## config.mk

```make
export PLATFORM = sky130hd
export DESIGN_NAME = case_conv_sched
export DESIGN_NICKNAME = d
export VERILOG_FILES = /design/src/rtl/case_conv_sched.sv
export SDC_FILE = /design/constraint.sdc
export NUM_CORES = 1
export LEC_CHECK = 0
export CORE_MARGIN = 5
export CORE_UTILIZATION = 49
export CTS_CLUSTER_DIAMETER = 80
export DETAILED_ROUTE_END_ITERATION = 10
export DONT_BUFFER_PORTS = 1
export PLACE_DENSITY_LB_ADDON = 0.1
export RECOVER_POWER = 50
export SYNTH_ARGS = -nofsm -noshare
export SYNTH_HDL_FRONTEND = slang
export SYNTH_SLANG_ARGS = --single-unit
```

## constraint.sdc

```tcl
create_clock -name clk -period 1.8 [get_ports clk]
set_input_delay 0.27 -clock clk [delete_from_list [all_inputs] [get_ports clk]]
set_output_delay 0.27 -clock clk [all_outputs]
set_load 0.02 [all_outputs]
```

## src/rtl/case_conv_sched.sv

```systemverilog
// case_conv_sched: two-channel ASCII case converter behind a round-robin,
// string-locked scheduler with a registered valid/ready output stage.
//
// Ports:
//   clk, rst                 clock, synchronous active-high reset
//   s0_valid/ready/data/mode channel 0 byte stream (mode sampled per byte)
//   s1_valid/ready/data/mode channel 1 byte stream (mode sampled per byte)
//   m_valid/ready/data       converted byte out (registered, 1-cycle latency)
//   m_src                    channel that produced m_data
//   m_last                   final byte of a grant (NUL or LOCK_MAX-th byte)
//   busy                     scheduler holds a grant
//   stat_chg0/1              (only with CASE_CONV_STATS_EN) saturating counts
//                            of transfers whose byte was altered by conversion
//
// Optional feature macro: CASE_CONV_STATS_EN
module case_conv_sched #(
  parameter int unsigned LOCK_MAX = 64
) (
  input  logic       clk,
  input  logic       rst,
  input  logic       s0_valid,
  output logic       s0_ready,
  input  logic [7:0] s0_data,
  input  logic [1:0] s0_mode,
  input  logic       s1_valid,
  output logic       s1_ready,
  input  logic [7:0] s1_data,
  input  logic [1:0] s1_mode,
  output logic       m_valid,
  input  logic       m_ready,
  output logic [7:0] m_data,
  output logic       m_src,
  output logic       m_last,
  output logic       busy
`ifdef CASE_CONV_STATS_EN
  ,
  output logic [15:0] stat_chg0,
  output logic [15:0] stat_chg1
`endif
);

  typedef enum logic [1:0] {
    IDLE   = 2'd0,
    GRANT0 = 2'd1,
    GRANT1 = 2'd2
  } state_e;

  state_e     state_q, state_d;
  logic       rr_q, rr_d;
  logic [7:0] cnt_q, cnt_d;
  logic       m_valid_q, m_valid_d;
  logic [7:0] m_data_q, m_data_d;
  logic       m_src_q, m_src_d;
  logic       m_last_q, m_last_d;

  logic       src;
  logic       sel_valid;
  logic [7:0] sel_data;
  logic [1:0] sel_mode;
  logic       out_free;
  logic       xfer;
  logic [7:0] conv_b;
  logic [8:0] cnt_inc;
  logic       last;

  function automatic logic [7:0] conv(
    input logic [7:0] d,
    input logic [1:0] m
  );
    logic       lo;
    logic       up;
    logic [7:0] r;
    lo = (d >= 8'h61) && (d <= 8'h7A);
    up = (d >= 8'h41) && (d <= 8'h5A);
    r  = d;
    unique case (m)
      2'b01:   if (lo) r = d & 8'hDF;
      2'b10:   if (up) r = d | 8'h20;
      2'b11:   if (lo || up) r = d ^ 8'h20;
      default: r = d;
    endcase
    return r;
  endfunction

  // Datapath operand mux: the granted channel drives the converter.
  always_comb begin
    src       = (state_q == GRANT1);
    sel_valid = src ? s1_valid : s0_valid;
    sel_data  = src ? s1_data  : s0_data;
    sel_mode  = src ? s1_mode  : s0_mode;
    conv_b    = conv(sel_data, sel_mode);
    // Output register can take a byte when empty or being drained now.
    out_free  = !m_valid_q || m_ready;
    s0_ready  = (state_q == GRANT0) && out_free;
    s1_ready  = (state_q == GRANT1) && out_free;
    xfer      = (state_q != IDLE) && sel_valid && out_free;
    // 9-bit compare so LOCK_MAX=255 cannot wrap.
    cnt_inc   = {1'b0, cnt_q} + 9'd1;
    last      = (sel_data == 8'h00) || (cnt_inc == 9'(LOCK_MAX));
  end

  always_comb begin
    state_d = state_q;
    rr_d    = rr_q;
    cnt_d   = cnt_q;
    unique case (state_q)
      IDLE: begin
        cnt_d = 8'd0;
        if (s0_valid && (!s1_valid || !rr_q)) begin
          state_d = GRANT0;
        end else if (s1_valid) begin
          state_d = GRANT1;
        end
      end
      GRANT0, GRANT1: begin
        if (xfer) begin
          cnt_d = cnt_inc[7:0];
          if (last) begin
            state_d = IDLE;
            rr_d    = !src;
          end
        end
      end
      default: state_d = IDLE;
    endcase
  end

  always_comb begin
    m_valid_d = m_valid_q && !m_ready;
    m_data_d  = m_data_q;
    m_src_d   = m_src_q;
    m_last_d  = m_last_q;
    if (xfer) begin
      m_valid_d = 1'b1;
      m_data_d  = conv_b;
      m_src_d   = src;
      m_last_d  = last;
    end
  end

  always_ff @(posedge clk) begin
    if (rst) begin
      state_q   <= IDLE;
      rr_q      <= 1'b0;
      cnt_q     <= 8'd0;
      m_valid_q <= 1'b0;
      m_data_q  <= 8'd0;
      m_src_q   <= 1'b0;
      m_last_q  <= 1'b0;
    end else begin
      state_q   <= state_d;
      rr_q      <= rr_d;
      cnt_q     <= cnt_d;
      m_valid_q <= m_valid_d;
      m_data_q  <= m_data_d;
      m_src_q   <= m_src_d;
      m_last_q  <= m_last_d;
    end
  end

  assign m_valid = m_valid_q;
  assign m_data  = m_data_q;
  assign m_src   = m_src_q;
  assign m_last  = m_last_q;
  assign busy    = (state_q != IDLE);

`ifdef CASE_CONV_STATS_EN
  logic [15:0] chg0_q, chg0_d;
  logic [15:0] chg1_q, chg1_d;
  logic        changed;

  always_comb begin
    changed = xfer && (conv_b != sel_data);
    chg0_d  = chg0_q;
    chg1_d  = chg1_q;
    if (changed && !src && (chg0_q != 16'hFFFF)) chg0_d = chg0_q + 16'd1;
    if (changed && src && (chg1_q != 16'hFFFF)) chg1_d = chg1_q + 16'd1;
  end

  always_ff @(posedge clk) begin
    if (rst) begin
      chg0_q <= 16'd0;
      chg1_q <= 16'd0;
    end else begin
      chg0_q <= chg0_d;
      chg1_q <= chg1_d;
    end
  end

  assign stat_chg0 = chg0_q;
  assign stat_chg1 = chg1_q;
`endif

endmodule

```

-- Word-level counts from Yosys, hierarchy flattened
Index checks and enable logic that the tools add are counted.
- word-level logic and storage cells: 62
- register bits: 22
- multiplexer cells: 15
- $add $sub $neg: 1
- equal/unequal tests: 9
- $lt $le $gt $ge: 4
- reduce and logical (&&, ||, !) cells: 25
- bitwise logic cells: 1
- operators with widths (cell ; number):
    6-bit 2-to-1 mux ; 3
    6-bit case mux with 3 select lines ; 1
    8-bit by 7-bit >= comparator with 1-bit output (second input constant) ; 2
    8-bit by 7-bit less-or-equal comparator with 1-bit output (second input constant) ; 2
    8-bit 2-to-1 mux ; 2
    8-bit case mux with 2 select lines ; 1
    2-bit 2-to-1 mux ; 5
    8-bit by 1-bit adder with 9-bit output (second input constant) ; 1
    9-bit by 7-bit == test with 1-bit output (second input constant) ; 1
    1-bit logical AND ; 8
    8-bit zero test ; 1
    2-bit == test (second input constant) ; 3
    3-bit AND reduction ; 2
    1-bit zero test ; 5
    2-bit by 1-bit == test with 1-bit output (second input constant) ; 2
    1-bit logical OR ; 4
    2-bit inequality test (second input constant) ; 2
    2-bit case mux with 2 select lines ; 1
    2-bit nonzero test ; 2
    3-bit inequality test (second input constant) ; 1
    2-bit zero test ; 1
    1-bit 2-to-1 mux ; 2
    2-bit AND reduction ; 1
    2-bit OR reduction ; 1
    1-bit NOT ; 1

-- Depth between registers and ports, before layout
- depth after elaboration: 7
- depth in mapped cells: 10
- depth with buffers taken out: 8

-- Least setup slack after synthesis
OpenSTA, ideal clock, no wires.
- kind: reg-to-reg
- start point: register cnt_q[0]
- end point: register rr_q
- stages on the path, launching flop included: 8
- setup slack: -0.097 ns
- data required time: 1.730 ns
- setup time: 0.070 ns
- data arrival time: 1.827 ns
- cell sequence: dfxtp_1 ha_1 clkbuf_1 or4b_1 nand3_2 a21boi_4 or3_1 a21oi_1
- longest elaborated chain between the ends: 4
- ends and longest elaborated chain (item ; RTL line ; source):
    from (decl) ; 50 ; logic [7:0] cnt_q, cnt_d;
    from (signal assigned) ; 153 ; cnt_q <= cnt_d;
    8-bit by 1-bit adder with 9-bit output ; 98 ; cnt_inc = {1'b0, cnt_q} + 9'd1;
    9-bit by 7-bit == test with 1-bit output ; 99 ; last = (sel_data == 8'h00) || (cnt_inc == 9'(LOCK_MAX));
    1-bit logical OR ; 99 ;
    3-bit AND reduction (no source line) ; -- ;
    to (signal assigned) ; 152 ; rr_q <= rr_d;
    to (decl) ; 49 ; logic rr_q, rr_d;
No other way between the ends.
A chain may end at the register's enable or synchronous reset.

-- Worst setup path after layout
- start point: register state_q[0]
- end point: register m_data_q[5], in the netlist m_data[5]
- longest elaborated chain between the ends: 7
- ends and longest elaborated chain (item ; RTL line ; source):
    from (decl) ; 48 ; state_e state_q, state_d;
    from (signal assigned) ; 151 ; state_q <= state_d;
    2-bit == test * ; 87 ; src = (state_q == GRANT1);
    net src ; 56 ; logic src;
    8-bit 2-to-1 mux ; 89 ; sel_data = src ? s1_data : s0_data;
    8-bit by 7-bit >= comparator with 1-bit output, or another cell as far along ; 73 ; lo = (d >= 8'h61) && (d <= 8'h7A);
    1-bit logical AND, on equally long branches ; 73, 74 ;
    1-bit logical OR ; 79 ; 2'b11: if (lo || up) r = d ^ 8'h20;
    6-bit 2-to-1 mux ; 79 ;
    6-bit case mux with 3 select lines ; 76 ; unique case (m)
    to (signal assigned) ; 155 ; m_data_q <= m_data_d;
    to (decl) ; 52 ; logic [7:0] m_data_q, m_data_d;
Mark *: on every way through the listed nets, which the timed path passes. The rest lies on a longest branch.

==> results.py <==
metrics = {
    "status": {
        "status": "completed",
    },
    "worst_setup_path": {
        "timing.rr.end": "m_data[5]$_SDFFE_PP0P_",
        "worst_setup_path_start_kind": "register",
        "r2r_slack_ns": 0.005,
        "required_ns": 2.04,
        "cp_data_arrival_time_ns": 2.03,
        "rr_worst_depth": 8,
        "cp-endpoint": "m_data[5]$_SDFFE_PP0P_",
        "crit_fanout": 6,
        "setup.worst_path.end_class": "register",
        "critPathKind": "reg2reg",
        "worstReg2RegStart": "state_q[0]$_SDFFE_PP0P_",
        "startpoint": "state_q[0]$_SDFFE_PP0P_",
    },
    "logic_synthesis": {
        "synthSimpleGateAreaFrac_pct": 27.7,
        "synth_fp_nets": 197,
        "async_reset_ff_share_pct": 0,
        "synth_edf_count": 0,
        "netlist_area_sq_um": 1410,
        "synth-xor-area-share_pct": 0,
        "synth_adder_area_share_pct": 4.44,
        "synth_common_cells": "22 x dfxtp_1, 16 x nor2_1, 15 x a21oi_1",
        "ys.warnings.count": 0,
        "synth_compound_area_share_pct": 23.6,
        "synthMuxAreaShare_pct": 7.82,
        "ys_types": 44,
        "synthDominantCellAreaShare_pct": 31.3,
        "synth_top_area_cell": "dfxtp_1",
        "post-synth-top-count-cell": "dfxtp_1",
        "syn_area_per_cell_sq_um": 8.43,
        "synth_area_leaders": "dfxtp_1 31%, mux2i_1 7.8%, a21oi_1 5.3%, a211oi_1 4.8%, ha_1 4.4%",
        "ys_seq_area_share_pct": 31.3,
        "ys_ff_latch": 22,
        "synthFlopType": "dfxtp_1",
        "synth_cells": 167,
        "synth_top_family_by_area": "simple AND/OR/NAND/NOR gates",
    },
    "sta": {
        "final-hold-violation-count": 0,
        "maxSlewHeadroom_pct": 77.5,
        "fmax_mhz": 557,
        "rsz0062_at_grt": "true",
        "fin_crit_sh_pct": 99.7,
        "setup_viol": 0,
        "clock_skew_ns": 0.00937,
        "worstMarginPinSlew_ns": 0.337,
        "period_needed_ns": 1.79,
        "report.final.slew_viol_count": 0,
    },
    "grt": {
        "antenna_found_initial": 0,
        "track_usage_pct": 17.6,
        "grt-ovfl-total": 0,
        "grt_pass1_vias": 1314,
        "grt_pass1_wl_um": 5910,
        "grt_max_degree": 24,
    },
    "power": {
        "p_int_mw": 1.08,
        "powerDensity_nw_per_um2": 1080,
        "peakVddDrop_v": 0.000740,
        "switching_share_pct": 43.2,
        "power_frac_clock_pct": 11.7,
        "comb_power_share_pct": 51.1,
        "seqPwrFrac_pct": 37.2,
        "p_total_mw": 1.90,
        "p_leak_nw": 0.659,
        "power_switching_mw": 0.822,
    },
    "clocking": {
        "clk_latency_ns": 0.30,
        "cts.clk_slew.worst_paths_ns": 0.13,
        "cts_tree": "yes",
        "cts_inserted_buffers": 3,
        "clock_sinks": 22,
        "cts_max_path_buffers": 2,
        "htreeDepth": 1,
        "clk_root_buffer_cell": "clkbuf_4",
    },
    "drt": {
        "postRouteAntennaNets": 0,
        "met1_length_um": 1680,
        "viasPerCell": 6.00,
        "first_iter_violations": 35,
        "drc": 0,
        "routed.top_layer": "met4",
        "drt_pass1_iterations": 4,
        "wl_met3_um": 131,
        "wl_per_cell_um": 16.5,
        "num_vias": 1337,
        "wl_met2_um": 1810,
        "routed_wl_um": 3670,
    },
    "cells_and_area": {
        "final_core_util_pct": 63.8,
        "syn_to_final_growth_pct": 25.1,
        "antennaDiodeCount": 0,
        "fin_nets": 224,
        "fillers": 254,
        "layout-drive-gt1-share_pct": 33.3,
    },
    "place": {
        "place_congestion": 0.815,
        "hpwl_um": 2740,
        "io_buffers": 0,
    },
    "floorplan": {
        "io_pins": 39,
        "start_util_pct": 51.0,
        "die_x_um": 63.6,
        "die_y_um": 63.6,
        "die-area_sq_um": 4040,
        "core_sq_um": 2760,
        "rows": 19,
    },
    "job": {
        "drv_cap": 0,
    },
    "hold_path": {
        "min_path_type": "in2reg",
        "holdPathStages": 1,
    },
}
==> per-layer routing <==
layer	vias up	track usage [%]
met4	0	5.45
met2	24	29.8
met1	630	22.0
met5	-	0
li1	677	-
met3	6	3.55
==> worst max-delay path: stages (launching register included) <==
cell and delay (ns):
dfxtp_2 0.36, inv_2 0.05, ha_4 0.18, buf_4 0.16
mux2i_1 0.14, buf_4 0.15, o41ai_1 0.36, o211ai_1 0.15
a21oi_1 0.18
==> state kept, by name, summed over array words and instances, names as in the netlist <==
register and flops:
m_last 1, state_q 2, rr_q 1, cnt_q 8
m_data 8, m_src 1, m_valid 1
==> how the worst min path moves through the flow <==
| stage | from | to | slack [ns] |
|---|---|---|---|
| finish | rst | rr_q$_SDFFE_PP0P_ | 0.02 |
| global route | rst | rr_q$_SDFFE_PP0P_ | 0.0002 |
| CTS | rst | m_data[5]$_SDFFE_PP0P_ | 0.005 |
| detailed placement | rst | cnt_q[1]$_SDFFE_PP0P_ | 0.34 |
| global placement | rst | cnt_q[1]$_SDFFE_PP0P_ | 0.34 |
| floorplan | s0_valid | state_q[0]$_SDFFE_PP0P_ | 0.42 |
==> power groups by stage <==
stage	registers [mW]	clock network, mW	logic, mW
detailed placement	0.715	0	0.882
floorplan	0.703	0	0.606
finish	0.707	0.223	0.972
global route	0.717	0.256	1.06
CTS	0.706	0.231	0.895
global placement	0.712	0	0.870
==> layout make-up <==
type	instances	area [sq um]	share of cell area (%)
multi-input cells	130	981	55.7
flip-flops and latches	22	450	25.6
repair buffers	30	241	13.7
clock buffers	3	22.5	1.28
inverters	7	26.3	1.49
well taps	31	38.8	2.20
==> timing repair <==
item / 4_1_cts / 5_1_grt
resized for setup: 5 / 16
setup endpoints to repair: 6 / 19
pin swaps: 0 / 9
hold buffers: 1 / 1
buffers inserted: 0 / 3
hold endpoints to repair: 1 / 7
==> placed cells by master, fill, tap and decap left out, types with 2 or more instances in the layout <==
cell type / synthesis / routed
o2111ai_1: 2 / 2
nand3_1: 7 / 6
or3_1: 2 / 2
mux2i_1: 11 / 10
dfxtp_1: 22 / 14
o21ai_0: 4 / 2
buf_4: 1 / 26
a22oi_1: 2 / 2
nand2b_1: 3 / 3
o21ai_1: 1 / 2
nor4b_4: 2 / 2
nand2_1: 13 / 13
a21oi_1: 15 / 14
o211ai_1: 2 / 2
and3_1: 4 / 3
a211oi_2: 0 / 3
dfxtp_2: 0 / 8
nor2_1: 16 / 15
a211oi_1: 9 / 6
or4_4: 2 / 2
dlygate4sd3_1: 0 / 2
clkbuf_4: 0 / 3
nand4_1: 3 / 3
nor3_1: 3 / 3
a31oi_1: 3 / 3
inv_1: 7 / 6
nand3_2: 1 / 2
ha_1: 5 / 3
==> through the flow <==
stage | setup TNS (ns) | cell area [sq um] | setup slack [ns] | hold slack (ns) | instances
floorplan | 0 | 1450 | 0.00217 | 0.416 | 167
global placement | -0.0375 | 1620 | -0.0375 | 0.340 | 215
detailed placement | -0.103 | 1620 | -0.0927 | 0.341 | 215
CTS | 0 | 1670 | 0.00200 | 0.00466 | 219
global route | -0.510 | 1760 | -0.0988 | 0.000169 | 223
finish | 0 | 1760 | 0.00504 | 0.0217 | 223
==> logic make-up (layout without fill, tap and decap cells) <==
logic type      after synthesis  count (layout)
simple gates                 66              66
compound gates               48              48
flops                        22              22
buf+inv                      15              40
mux                          11              11
fa+ha+maj                     5               5
No activity file was read; power rests on OpenSTA's default activity.
